<file path="src/rtl/uart_pkg.sv">
//------------------------------------------------------------------------------
// Module   : uart_pkg
// Purpose  : Shared encodings for the memory-mapped UART controller.
// Revision : 1.0 - initial release
//------------------------------------------------------------------------------
`default_nettype none

package uart_pkg;

  localparam logic [1:0] DEV_NONE = 2'b00;
  localparam logic [1:0] DEV_TX   = 2'b01;
  localparam logic [1:0] DEV_RX   = 2'b10;
  localparam logic [1:0] DEV_STAT = 2'b11;

  typedef enum logic [1:0] {
    T_IDLE  = 2'd0,
    T_START = 2'd1,
    T_DATA  = 2'd2,
    T_STOP  = 2'd3
  } tx_state_t;

  typedef enum logic [1:0] {
    R_IDLE  = 2'd0,
    R_START = 2'd1,
    R_DATA  = 2'd2,
    R_STOP  = 2'd3
  } rx_state_t;

  localparam int ST_TXBUSY  = 0;
  localparam int ST_RXVALID = 1;
  localparam int ST_RXOVR   = 2;
  localparam int ST_FERR    = 3;

endpackage

`default_nettype wire

</file>
<file path="src/rtl/uart_bit_timer.sv">
//------------------------------------------------------------------------------
// Module   : uart_bit_timer
// Purpose  : Loadable down-counter; tc pulses on the cycle the count is zero.
// Revision : 1.0 - initial release
//------------------------------------------------------------------------------
`default_nettype none

module uart_bit_timer #(
  parameter  int CLKS_PER_BIT = 434,
  localparam int CW           = $clog2(CLKS_PER_BIT)
) (
  input  logic          clk,
  input  logic          reset,
  input  logic          en,
  input  logic          load,
  input  logic [CW-1:0] load_val,
  output logic          tc
);

  localparam logic [CW-1:0] TOP = CW'(CLKS_PER_BIT - 1);

  logic [CW-1:0] cnt;

  // Reaching zero wraps to a full bit period so consecutive bits need no reload.
  always_ff @(posedge clk or negedge reset) begin
    if (!reset) begin
      cnt <= '0;
    end else if (load) begin
      cnt <= load_val;
    end else if (en) begin
      cnt <= (cnt == '0) ? TOP : cnt - 1'b1;
    end
  end

  assign tc = en && !load && (cnt == '0);

endmodule

`default_nettype wire

</file>
<file path="src/rtl/uart_mmio_ctrl.sv">
//------------------------------------------------------------------------------
// Module   : uart_mmio_ctrl
// Purpose  : 8N1 UART with TX_DATA / RX_DATA / STATUS registers for the core.
// Revision : 1.0 - initial release
//------------------------------------------------------------------------------
`default_nettype none

module uart_mmio_ctrl
  import uart_pkg::*;
#(
  parameter int CLKS_PER_BIT = 434,
  parameter int DATA_WIDTH   = 32
) (
  input  logic                  clk,
  input  logic                  reset,
  input  logic [1:0]            dev_sel,
  input  logic                  wr_en,
  input  logic                  rd_en,
  input  logic [DATA_WIDTH-1:0] wr_data,
  output logic [DATA_WIDTH-1:0] rd_data,
  input  logic                  uart_rx,
  output logic                  uart_tx,
  output logic                  tx_busy
);

  localparam int            CW        = $clog2(CLKS_PER_BIT);
  localparam logic [CW-1:0] FULL_LOAD = CW'(CLKS_PER_BIT - 1);
  localparam logic [CW-1:0] HALF_LOAD = CW'(CLKS_PER_BIT / 2 - 1);

  tx_state_t  tx_state, tx_next;
  logic [7:0] tx_byte;
  logic [2:0] tx_idx;
  logic       tx_tc, tx_accept;

  rx_state_t  rx_state, rx_next;
  logic [2:0] rx_sync;
  logic [7:0] rx_shift, rx_data;
  logic [2:0] rx_idx;
  logic       rx_tc, rx_line, rx_fall;
  logic       rx_valid, rx_ovr, frame_err;
  logic       byte_done, frame_bad, rx_rd_clr, stat_clr;
  logic       unused_wr_hi;

  assign unused_wr_hi = ^wr_data[DATA_WIDTH-1:8];

  // ---------------- transmitter ----------------
  assign tx_accept = wr_en && (dev_sel == DEV_TX) && (tx_state == T_IDLE);
  assign tx_busy   = (tx_state != T_IDLE);

  uart_bit_timer #(.CLKS_PER_BIT(CLKS_PER_BIT)) u_tx_timer (
    .clk      (clk),
    .reset    (reset),
    .en       (tx_busy),
    .load     (tx_accept),
    .load_val (FULL_LOAD),
    .tc       (tx_tc)
  );

  always_comb begin
    tx_next = tx_state;
    case (tx_state)
      T_IDLE:  if (tx_accept) tx_next = T_START;
      T_START: if (tx_tc) tx_next = T_DATA;
      T_DATA:  if (tx_tc && tx_idx == 3'd7) tx_next = T_STOP;
      T_STOP:  if (tx_tc) tx_next = T_IDLE;
      default: tx_next = T_IDLE;
    endcase
  end

  always_ff @(posedge clk or negedge reset) begin
    if (!reset) begin
      tx_state <= T_IDLE;
      tx_byte  <= '0;
      tx_idx   <= '0;
    end else begin
      tx_state <= tx_next;
      if (tx_accept) tx_byte <= wr_data[7:0];
      if (tx_state == T_DATA && tx_tc) tx_idx <= tx_idx + 1'b1;
    end
  end

  always_comb begin
    uart_tx = 1'b1;
    case (tx_state)
      T_START: uart_tx = 1'b0;
      T_DATA:  uart_tx = tx_byte[tx_idx];
      default: uart_tx = 1'b1;
    endcase
  end

  // ---------------- receiver ----------------
  // rx_sync[1] is the synchronised line; rx_sync[2] is its previous value.
  assign rx_line = rx_sync[1];
  assign rx_fall = rx_sync[2] && !rx_sync[1];

  uart_bit_timer #(.CLKS_PER_BIT(CLKS_PER_BIT)) u_rx_timer (
    .clk      (clk),
    .reset    (reset),
    .en       (rx_state != R_IDLE),
    .load     (rx_state == R_IDLE && rx_fall),
    .load_val (HALF_LOAD),
    .tc       (rx_tc)
  );

  always_comb begin
    rx_next = rx_state;
    case (rx_state)
      R_IDLE:  if (rx_fall) rx_next = R_START;
      R_START: if (rx_tc) rx_next = rx_line ? R_IDLE : R_DATA;
      R_DATA:  if (rx_tc && rx_idx == 3'd7) rx_next = R_STOP;
      R_STOP:  if (rx_tc) rx_next = R_IDLE;
      default: rx_next = R_IDLE;
    endcase
  end

  assign byte_done = (rx_state == R_STOP) && rx_tc && rx_line;
  assign frame_bad = (rx_state == R_STOP) && rx_tc && !rx_line;
  assign rx_rd_clr = rd_en && (dev_sel == DEV_RX);
  assign stat_clr  = rd_en && (dev_sel == DEV_STAT);

  always_ff @(posedge clk or negedge reset) begin
    if (!reset) begin
      rx_sync   <= 3'b111;
      rx_state  <= R_IDLE;
      rx_shift  <= '0;
      rx_idx    <= '0;
      rx_data   <= '0;
      rx_valid  <= 1'b0;
      rx_ovr    <= 1'b0;
      frame_err <= 1'b0;
    end else begin
      rx_sync  <= {rx_sync[1:0], uart_rx};
      rx_state <= rx_next;
      if (rx_state == R_DATA && rx_tc) begin
        rx_shift[rx_idx] <= rx_line;
        rx_idx           <= rx_idx + 1'b1;
      end
      if (byte_done) rx_data <= rx_shift;
      // Set beats clear; a read retiring the old byte on the same edge is not an overrun.
      if (byte_done)      rx_valid <= 1'b1;
      else if (rx_rd_clr) rx_valid <= 1'b0;
      if (byte_done && rx_valid && !rx_rd_clr) rx_ovr <= 1'b1;
      else if (stat_clr)                       rx_ovr <= 1'b0;
      if (frame_bad)     frame_err <= 1'b1;
      else if (stat_clr) frame_err <= 1'b0;
    end
  end

  // ---------------- read mux ----------------
  always_comb begin
    rd_data = '0;
    case (dev_sel)
      DEV_TX: rd_data[7:0] = tx_byte;
      DEV_RX: rd_data[7:0] = rx_data;
      DEV_STAT: begin
        rd_data[ST_TXBUSY]  = tx_busy;
        rd_data[ST_RXVALID] = rx_valid;
        rd_data[ST_RXOVR]   = rx_ovr;
        rd_data[ST_FERR]    = frame_err;
      end
      default: rd_data = '0;
    endcase
  end

endmodule

`default_nettype wire

</file>
<file path="config.mk">
export PLATFORM = sky130hd
export DESIGN_NAME = uart_mmio_ctrl
export DESIGN_NICKNAME = d
export VERILOG_FILES = /design/src/rtl/uart_pkg.sv /design/src/rtl/uart_bit_timer.sv /design/src/rtl/uart_mmio_ctrl.sv
export SDC_FILE = /design/constraint.sdc
export NUM_CORES = 1
export LEC_CHECK = 0
export BUFFER_PORTS_ARGS = -buffer_cell sky130_fd_sc_hd__buf_2
export CORE_MARGIN = 4
export CORE_UTILIZATION = 35
export CTS_BUF_LIST = sky130_fd_sc_hd__clkbuf_16
export DETAILED_ROUTE_END_ITERATION = 10
export GPL_ROUTABILITY_DRIVEN = 1
export PLACE_DENSITY = 0.65
export SYNTH_ARGS = -nofsm -noshare
export SYNTH_HDL_FRONTEND = slang
export SYNTH_HIERARCHICAL = 1
export SYNTH_SLANG_ARGS = --single-unit
</file>
<file path="constraint.sdc">
create_clock -name clk -period 5.4 [get_ports clk]
set_input_delay 1.08 -clock clk [delete_from_list [all_inputs] [get_ports clk]]
set_output_delay 1.08 -clock clk [all_outputs]
set_load 0.05 [all_outputs]
</file>
Word-level counts from Yosys, hierarchy flattened
Cells that the tools add are included.

word-level totals
  output and inout port bits = 34
  register bits = 58

operators by class
  equality and inequality tests = 19
  add/sub/neg operators = 4
  $lt $le $gt $ge = 3
  muxes and demuxes = 30
  reductions and logical operators = 37

operators by type and width
  kind                                                                    number
  9-bit two-way mux                                                       6
  1-bit logical AND                                                       20
  9-bit zero test                                                         2
  2-bit two-way mux                                                       9
  9-bit by 1-bit subtractor with 9-bit output (second input constant)     2
  2-bit one-hot mux with 4 select lines                                   2
  2-bit != test (second input constant)                                   7
  2-bit nonzero test                                                      7
  2-bit == test (second input constant)                                   6
  4-bit one-hot mux with 3 select lines                                   1
  8-bit bitwise mux                                                       1
  3-bit by 4-bit < comparator with 1-bit output (second input constant)   2
  4-bit one-hot mux with 2 select lines                                   1
  4-bit AND reduction                                                     2
  1-bit two-way mux                                                       7
  3-bit by 1-bit adder with 3-bit output (second input constant)          2
  2-bit by 1-bit == test with 1-bit output (second input constant)        3
  3-bit == test (second input constant)                                   2
  1-bit zero test                                                         4
  2-bit zero test                                                         2
  1-bit binary-select mux with 3-bit select                               1
  1-bit demux with 3-bit select                                           1
  3-bit by 1-bit >= comparator with 1-bit output (second input constant)  1
  2-bit by 1-bit != test with 1-bit output (second input constant)        1
  1-bit one-hot mux with 2 select lines                                   1

Logic depth before layout (Yosys ltp)
Gate-level depths: netlist of the first run.

  depth after elaboration = 11
  depth in mapped cells = 10
  depth with buffers taken out = 8

By module
Netlist of the first run, hierarchy kept.

modules (own cells, without submodules)
  module                       instances  cells each  sequential area each (um^2)  area each (um^2)
  uart_mmio_ctrl               1          181         1004.7                       2185.8
  uart_bit_timer (u_tx_timer)  1          70          225.2                        614.3
  uart_bit_timer (u_rx_timer)  1          64          225.2                        603.1

Least setup slack after synthesis of the first run
No wires, ideal clock.

  kind = in2out
  start = input port dev_sel[0]
  end = output port rd_data[4]
  arrival time = 2.319 ns
  stages = 5
  buffers on the path = 1
  slack = 2.001 ns
  path through = inv_1 > ha_1 > clkbuf_1 > a22oi_1 > nor2b_1

on the way
  longest elaborated chain between the ends = 2
  elaborated cells on any way between the ends = 3
  those cells by class = eq/ne (2); mux (1)

ends and longest elaborated chain
  what                                                                              line                   text
  start, declared                                                                   uart_mmio_ctrl.sv:16   input logic [1:0] dev_sel,
  2-bit == test / 2-bit by 1-bit == test with 1-bit output (equally long branches)  uart_mmio_ctrl.sv:152  case (dev_sel)
  4-bit one-hot mux with 2 select lines *                                           uart_mmio_ctrl.sv:152
  end, declared                                                                     uart_mmio_ctrl.sv:20   output logic [DATA_WIDTH-1:0] rd_data,

Mark *: on every way between the ends. The rest lies on a longest branch, timed or not.

Final worst setup path of the first run
  start = input port dev_sel[0]
  end = output port rd_data[2]

on the way
  longest elaborated chain between the ends = 2
  elaborated cells on any way between the ends = 4
  those cells by class = eq/ne (3); mux (1)

ends and longest elaborated chain
  what                                                                              line
  2-bit == test / 2-bit by 1-bit == test with 1-bit output (equally long branches)  uart_mmio_ctrl.sv:152
  4-bit one-hot mux with 3 select lines *                                           uart_mmio_ctrl.sv:152

Marked as above.

==> flow_summary_export.csv, run 1 <==
group,metric,value,unit
run_status,status,"complete, no violations",
critical_path,worstPathCellList,"buf_2 > inv_1 > ha_1 > a222oi_1 > nor2_1 > buf_2",
detailed_routing,drt_wl_total,6154,microns
place,pre_cts_ws,1.843,ns
critical_path,cp-start-kind,"primary input",
critical_path,critPathKind,"in -> out",
sta,relSlewSlack,0.4598,
worst_hold_path,hold_path_class,"reg -> reg",
sta,setup_tns,0,ns
yosys,synth_edf_count,0,
clock_network,clock_path_buffers,2,
clock_network,cts_resized,0,
die,pin_count,73,
yosys,syn_area,0.003403,sq mm
clock_network,cts_made_buffers,9,
sta,rsz0062_at_grt,"no",
yosys,synthTopCellsByCount,"55 x dfrtp_1, 31 x mux2_2, 25 x buf_4, 23 x nand2_1, 16 x nor2_1",
clock_network,path_clk_slew,0.05,ns
detailed_routing,wire_per_inst,12.56,microns
place,gp_congestion,0.7807,
sta,hold_viol,0,
finish,final_nets,410,
global_route,grt_pass1_vias,2270,
detailed_routing,viasPerCell,4.722,
power,p_per_area,472.4,mW/mm^2
global_route,grt_pass1_wl,10510,microns
yosys,yosys-top-cells-area,"dfrtp_1 40%, mux2_2 10%, buf_4 5.5%",
clock_network,tritoncts,"built",
yosys,yosysUniqueCellTypes,64,
yosys,postSynthAreaPerCell,10.80,sq um
sta,tightest_slew,0.8029,ns
clock_network,post_cts_buffers,0,
finish,drive_above_1_share,0.2493,
clock_network,h-tree-depth,3,
die,die_w,106.6,microns
yosys,yosys.area.top_type,"dfrtp_1",
die,fp.dieArea,0.01137,sq mm
finish,num_antenna_cells,0,
finish,fillCellCount,912,
die,core_area,0.009371,sq mm
global_route,grt_overflow_total,0,
power,pwr-share-clk,0.294,
detailed_routing,dr.pass1.iters,4,
yosys,syn-instance-count,315,
critical_path,critPathCaptureType,"primary output",
yosys,ys_seq_elements,58,
detailed_routing,dr.first_iter.drc_count,117,
global_route,grt_util_all_layers,0.1138,
die,fp.dieH,106.6,microns
finish,final_util,0.4158,
detailed_routing,ant_nets,0,
die,start_util,0.3632,
power,p_sw_frac,0.3634,
sta,setup_viol,0,
yosys,ys.flop_type,"dfrtp_1",
sta,hold_ws,0.3575,ns
finish,syn2layout_area_growth,14.49,%
yosys,yosysSeqAreaShare,0.4276,
critical_path,crit_top_cell,"buf_2",
sta,fin_ws,2.075,ns
yosys,synthArstFlopShare,1.000,
power,p_int,1172,uW
clock_network,clkLatencyLatePin,0.32,ns
detailed_routing,vias,2314,
flow_run,drv_cap,0,
critical_path,arrival,2.24,ns
critical_path,slowest_delay,0.37,ns
yosys,synth_top_cell_area_share,0.4044,
clock_network,ctsHoldBuffers,0,
global_route,grt_max_degree,59,
sta,post-route-period-util,0.6157,
power,switchingPower,668.8,uW
yosys,yosys_warnings,6,
clock_network,cts.sinks,58,
sta,finalCriticalPeriod,3.325,ns
sta,max_freq,300.8,MHz
power,power_frac_comb,0.327,
detailed_routing,drc,0,
place,dpl.hpwl,4372,microns
power,ir_drop,244.8,uV
critical_path,crit_required,4.32,ns
yosys,synthMostInstantiatedCell,"dfrtp_1",
die,row_count,35,
critical_path,path_max_fanout,9,
sta,slew_viol_final,0,
critical_path,crit_slowest_cell,"a222oi_1",
power,leakage,0.001853,uW
sta,skew,0.008308,ns
power,seq_power_share,0.379,
clock_network,root_buffer,"clkbuf_16",
place,io_buffers,24,
global_route,grt_antenna_before_repair,0,
[flip-flops by register name, indices dropped and copies added (netlist names), named ones only]
signal	count
u_rx_timer/cnt	9
u_tx_timer/cnt	9
rx_data	8
rx_shift	8
tx_byte	8
rx_idx	3
rx_sync	3
tx_idx	3
tx_state	2
frame_err	1
rx_ovr	1
rx_state	1
rx_valid	1
[layout by cell type, fill, tap and decap left out, types with 3 or more instances in the layout]
master     Yosys  final
a21oi_1       11     11
dfstp_2        3      3
nand3_1        3      3
o21ai_0        9      9
a211o_1        3      3
nor2_1        16     16
dfrtp_1       55     55
nor3b_1        6      6
nand2_1       23     23
mux2i_1        5      5
nor2b_1       10     10
a22oi_1        4      4
xnor2_1        6      6
nand2b_1       4      4
nor3_1         3      3
conb_1         2     42
mux2_2        31     31
buf_2          3     24
nor4_1         4      4
clkbuf_16      0      9
a222oi_1       4      4
clkinv_2       0      4
nand3b_1       5      5
inv_1         13     14
or3_1          3      3
ha_1          15     15
[layout make-up]
type / instances / area [sq um] / share of cell area
multi-input combinational: 248 / 1809 / 0.4644
timing repair buffer: 26 / 135.1 / 0.03468
clock inverter: 7 / 61.31 / 0.01574
tap: 129 / 161.4 / 0.04143
sequential: 58 / 1455 / 0.3735
clock buffer: 9 / 225.2 / 0.05780
inverter: 13 / 48.80 / 0.01252
[routing by layer]
layer  global-route usage  up-vias  share of wire
met2               0.1871       60           0.47
met4              0.04110        0          0.010
li1                     -     1146              -
met1               0.1458     1103           0.47
met5                    0        -              0
met3              0.02769        5          0.050
[final timing paths]
check | cells after the start | endpoint | slack (ns) | startpoint
max | 6 | rd_data[2] | 2.08 | dev_sel[0]
min | 0 | rx_sync[1] | 0.36 | rx_sync[0]
max reg2reg | 6 | rx_shift[3] | 2.52 | u_rx_timer/cnt[6]
min reg2reg | 0 | rx_sync[1] | 0.36 | rx_sync[0]
max in group asynchronous | 2 | u_tx_timer/cnt[7] | 4.00 | reset
min in group asynchronous | 2 | rx_shift[4] | 0.89 | reset
[cells by family after synthesis]
group / share of synthesized area
other: 0.002207
adder cells (fa/ha/maj): 0.05515
AO/OA/AOI/OAI: 0.1169
flip-flops: 0.4276
XOR/XNOR: 0.01544
buffers and inverters: 0.08492
multiplexers: 0.1239
AND/OR/NAND/NOR: 0.1739
[worst max-delay path: cells and delay by family]
| family | cells | cell delay, ns |
|---|---|---|
| compound gates | 1 | 0.37 |
| fa+ha+maj | 1 | 0.31 |
| buf+inv | 3 | 0.39 |
| simple gates | 1 | 0.10 |
[stage by stage]
stage / instance area, sq um / power, uW / cells
after CTS: 3896 / 1860 / 490
after global routing: 3896 / 1966 / 490
after detailed placement: 3610 / 1306 / 474
final: 3896 / 1840 / 490
after global placement: 3610 / 1277 / 474
after floorplan: 3553 / 1186 / 355
[power groups by stage]
stage	clock network [uW]	registers, uW	logic [uW]
global placement	0	699	579
finish	542	697	602
floorplan	0	657	530
CTS	555	699	606
global route	573	721	672
detailed placement	0	704	601
Power figures use the tool's default switching activity.
==> run 2, diff against run 1 <==
- clock period: 5.4 -> 3.4 ns (I/O delays scaled with it)
==> run 2 against run 1 <==
Effect of this change:
- clock skew shrank 0.0035 ns
- critical endpoint is now rx_shift[0]
- worst hold slack lost 0.096 ns
- largest power group unchanged
- non-clock buffer count grew 4
- critical path depth is the same
- clock power grew 54%
- sequential power grew 59%
- via count grew 1.7%
- largest cell class unchanged
- wire length grew 3.5%
- cell count grew 0.82%
==> flow_summary_export.csv, run 2 (synthesis gave the netlist of run 1 again) <==
group,metric,value,unit
clock_network,cts.sinks,58,
critical_path,crit_family,"simple AND/OR/NAND/NOR gates",
finish,mostFrequentLayoutCells,"55 x dfrtp_1, 42 x conb_1, 31 x mux2_2, 24 x buf_2, 23 x nand2_1",
detailed_routing,drc,0,
clock_network,cts_resized,0,
die,row_count,35,
power,p_int,1802,uW
global_route,grt_antenna_before_repair,0,
global_route,grt_util_met1,0.1517,
clock_network,clkLatencyLatePin,0.32,ns
clock_network,clock_path_buffers,2,
critical_path,slowest_delay,0.67,ns
power,power_frac_comb,0.329,
power,pwr-share-clk,0.288,
sta,tightest_slew,0.7480,ns
critical_path,crit_slowest_cell,"nor3b_1",
flow_run,drv_cap,0,
finish,reg_top3,"u_rx_timer/cnt: 9 flops, u_tx_timer/cnt: 9 flops",
power,leakage,0.001854,uW
run_status,status,"complete, no violations",
clock_network,root_buffer,"clkbuf_16",
place,pre_cts_ws,0.5188,ns
worst_hold_path,hold_path_class,"in -> async",
sta,setup_tns,0,ns
detailed_routing,ant_nets,0,
sta,fin_ws,0.5335,ns
critical_path,path_buf_inv,0,
power,ir_drop,319.1,uV
sta,max_freq,348.9,MHz
place,gp_congestion,0.7791,
die,fp.dieH,106.6,microns
die,start_util,0.3632,
global_route,grt-busiest-layer,"met2",
clock_network,ctsHoldBuffers,0,
finish,syn2layout_area_growth,15.11,%
die,die_w,106.6,microns
detailed_routing,vias,2353,
critical_path,critPathCaptureType,"register",
place,io_buffers,24,
clock_network,post_cts_buffers,0,
critical_path,critPathKind,"reg -> reg",
critical_path,cp-start-kind,"register",
sta,finalCriticalPeriod,2.867,ns
detailed_routing,dr.pass1.iters,4,
finish,fillCellCount,903,
place,dpl.hpwl,4540,microns
critical_path,crit_required,3.61,ns
global_route,grt_util_all_layers,0.1181,
finish,drive_above_1_share,0.2575,
clock_network,path_clk_slew,0.06,ns
global_route,grt_pass1_vias,2362,
sta,slew_viol_final,0,
global_route,grt_use_met2,0.1888,
critical_path,arrival,3.07,ns
global_route,grt_max_degree,25,
detailed_routing,wire_per_inst,12.89,microns
finish,num_antenna_cells,0,
critical_path,worstPathCellList,"nor4_4 > nand4b_4 > nor3b_1 > nand3b_1 > nor4_1 > mux2_2",
die,fp.dieArea,0.01137,sq mm
clock_network,tritoncts,"built",
detailed_routing,drt_wl_total,6367,microns
critical_path,path_max_fanout,7,
sta,rsz0062_at_grt,"no",
sta,post-route-period-util,0.8431,
die,pin_count,73,
sta,hold_viol,0,
clock_network,h-tree-depth,3,
power,p_per_area,741.9,mW/mm^2
sta,setup_viol,0,
die,core_area,0.009371,sq mm
global_route,met3_usage,0.03672,
sta,relSlewSlack,0.5003,
global_route,grt_pass1_wl,10920,microns
finish,final_common_cell,"dfrtp_1",
clock_network,cts_made_buffers,9,
detailed_routing,viasPerCell,4.763,
global_route,grt_overflow_total,0,
sta,skew,0.004786,ns
detailed_routing,dr.first_iter.drc_count,102,
finish,final_nets,414,
power,p_sw_frac,0.3799,
power,switchingPower,1104,uW
power,seq_power_share,0.383,
==> run 2: final timing paths <==
kind / to / depth (start not counted) / slack, ns / startpoint
worst max register to register: rx_shift[0] / 6 / 0.53 / u_rx_timer/cnt[6]
worst min-delay path: rx_data[4] / 1 / 0.26 / reset
max in group asynchronous: tx_byte[1] / 2 / 2.50 / reset
worst max-delay path: rx_shift[0] / 6 / 0.53 / u_rx_timer/cnt[6]
min in group clk: rx_sync[1] / 0 / 0.35 / rx_sync[0]
worst min register to register: rx_sync[1] / 0 / 0.35 / rx_sync[0]
==> run 2: final cells by class <==
type	instances	area [sq um]	area share
sequential	58	1455	0.3714
clock inverter	7	52.55	0.01341
clock buffer	9	225.2	0.05749
tap	129	161.4	0.04120
timing repair buffer	30	165.2	0.04216
multi-input combinational	248	1809	0.4618
inverter	13	48.80	0.01246
==> run 2: metrics by stage <==
step	area (sq um)	total power [uW]	util	std cells	hold WS [ns]
global placement	3640	2039	0.3884	478	0.3467
CTS	3918	2940	0.4180	494	0.2679
floorplan	3553	1884	-	355	0.3452
finish	3918	2906	0.4180	494	0.2619
detailed placement	3640	2085	0.3884	478	0.3473
global route	3918	3090	0.4180	494	0.2784
==> run 2: metal layers <==
layer	part of all wire	up-vias
met2	0.47	72
li1	-	1161
met4	0.015	0
met3	0.061	11
met1	0.45	1109
met5	0	-
==> run 2: power by group through the flow <==
| stage | clock network, uW | logic (uW) | registers, uW |
|---|---|---|---|
| final | 836 | 957 | 1110 |
| after CTS | 860 | 967 | 1110 |
| after detailed placement | 0 | 962 | 1120 |
| after floorplan | 0 | 841 | 1040 |
| after global placement | 0 | 926 | 1110 |
| after global routing | 886 | 1060 | 1140 |
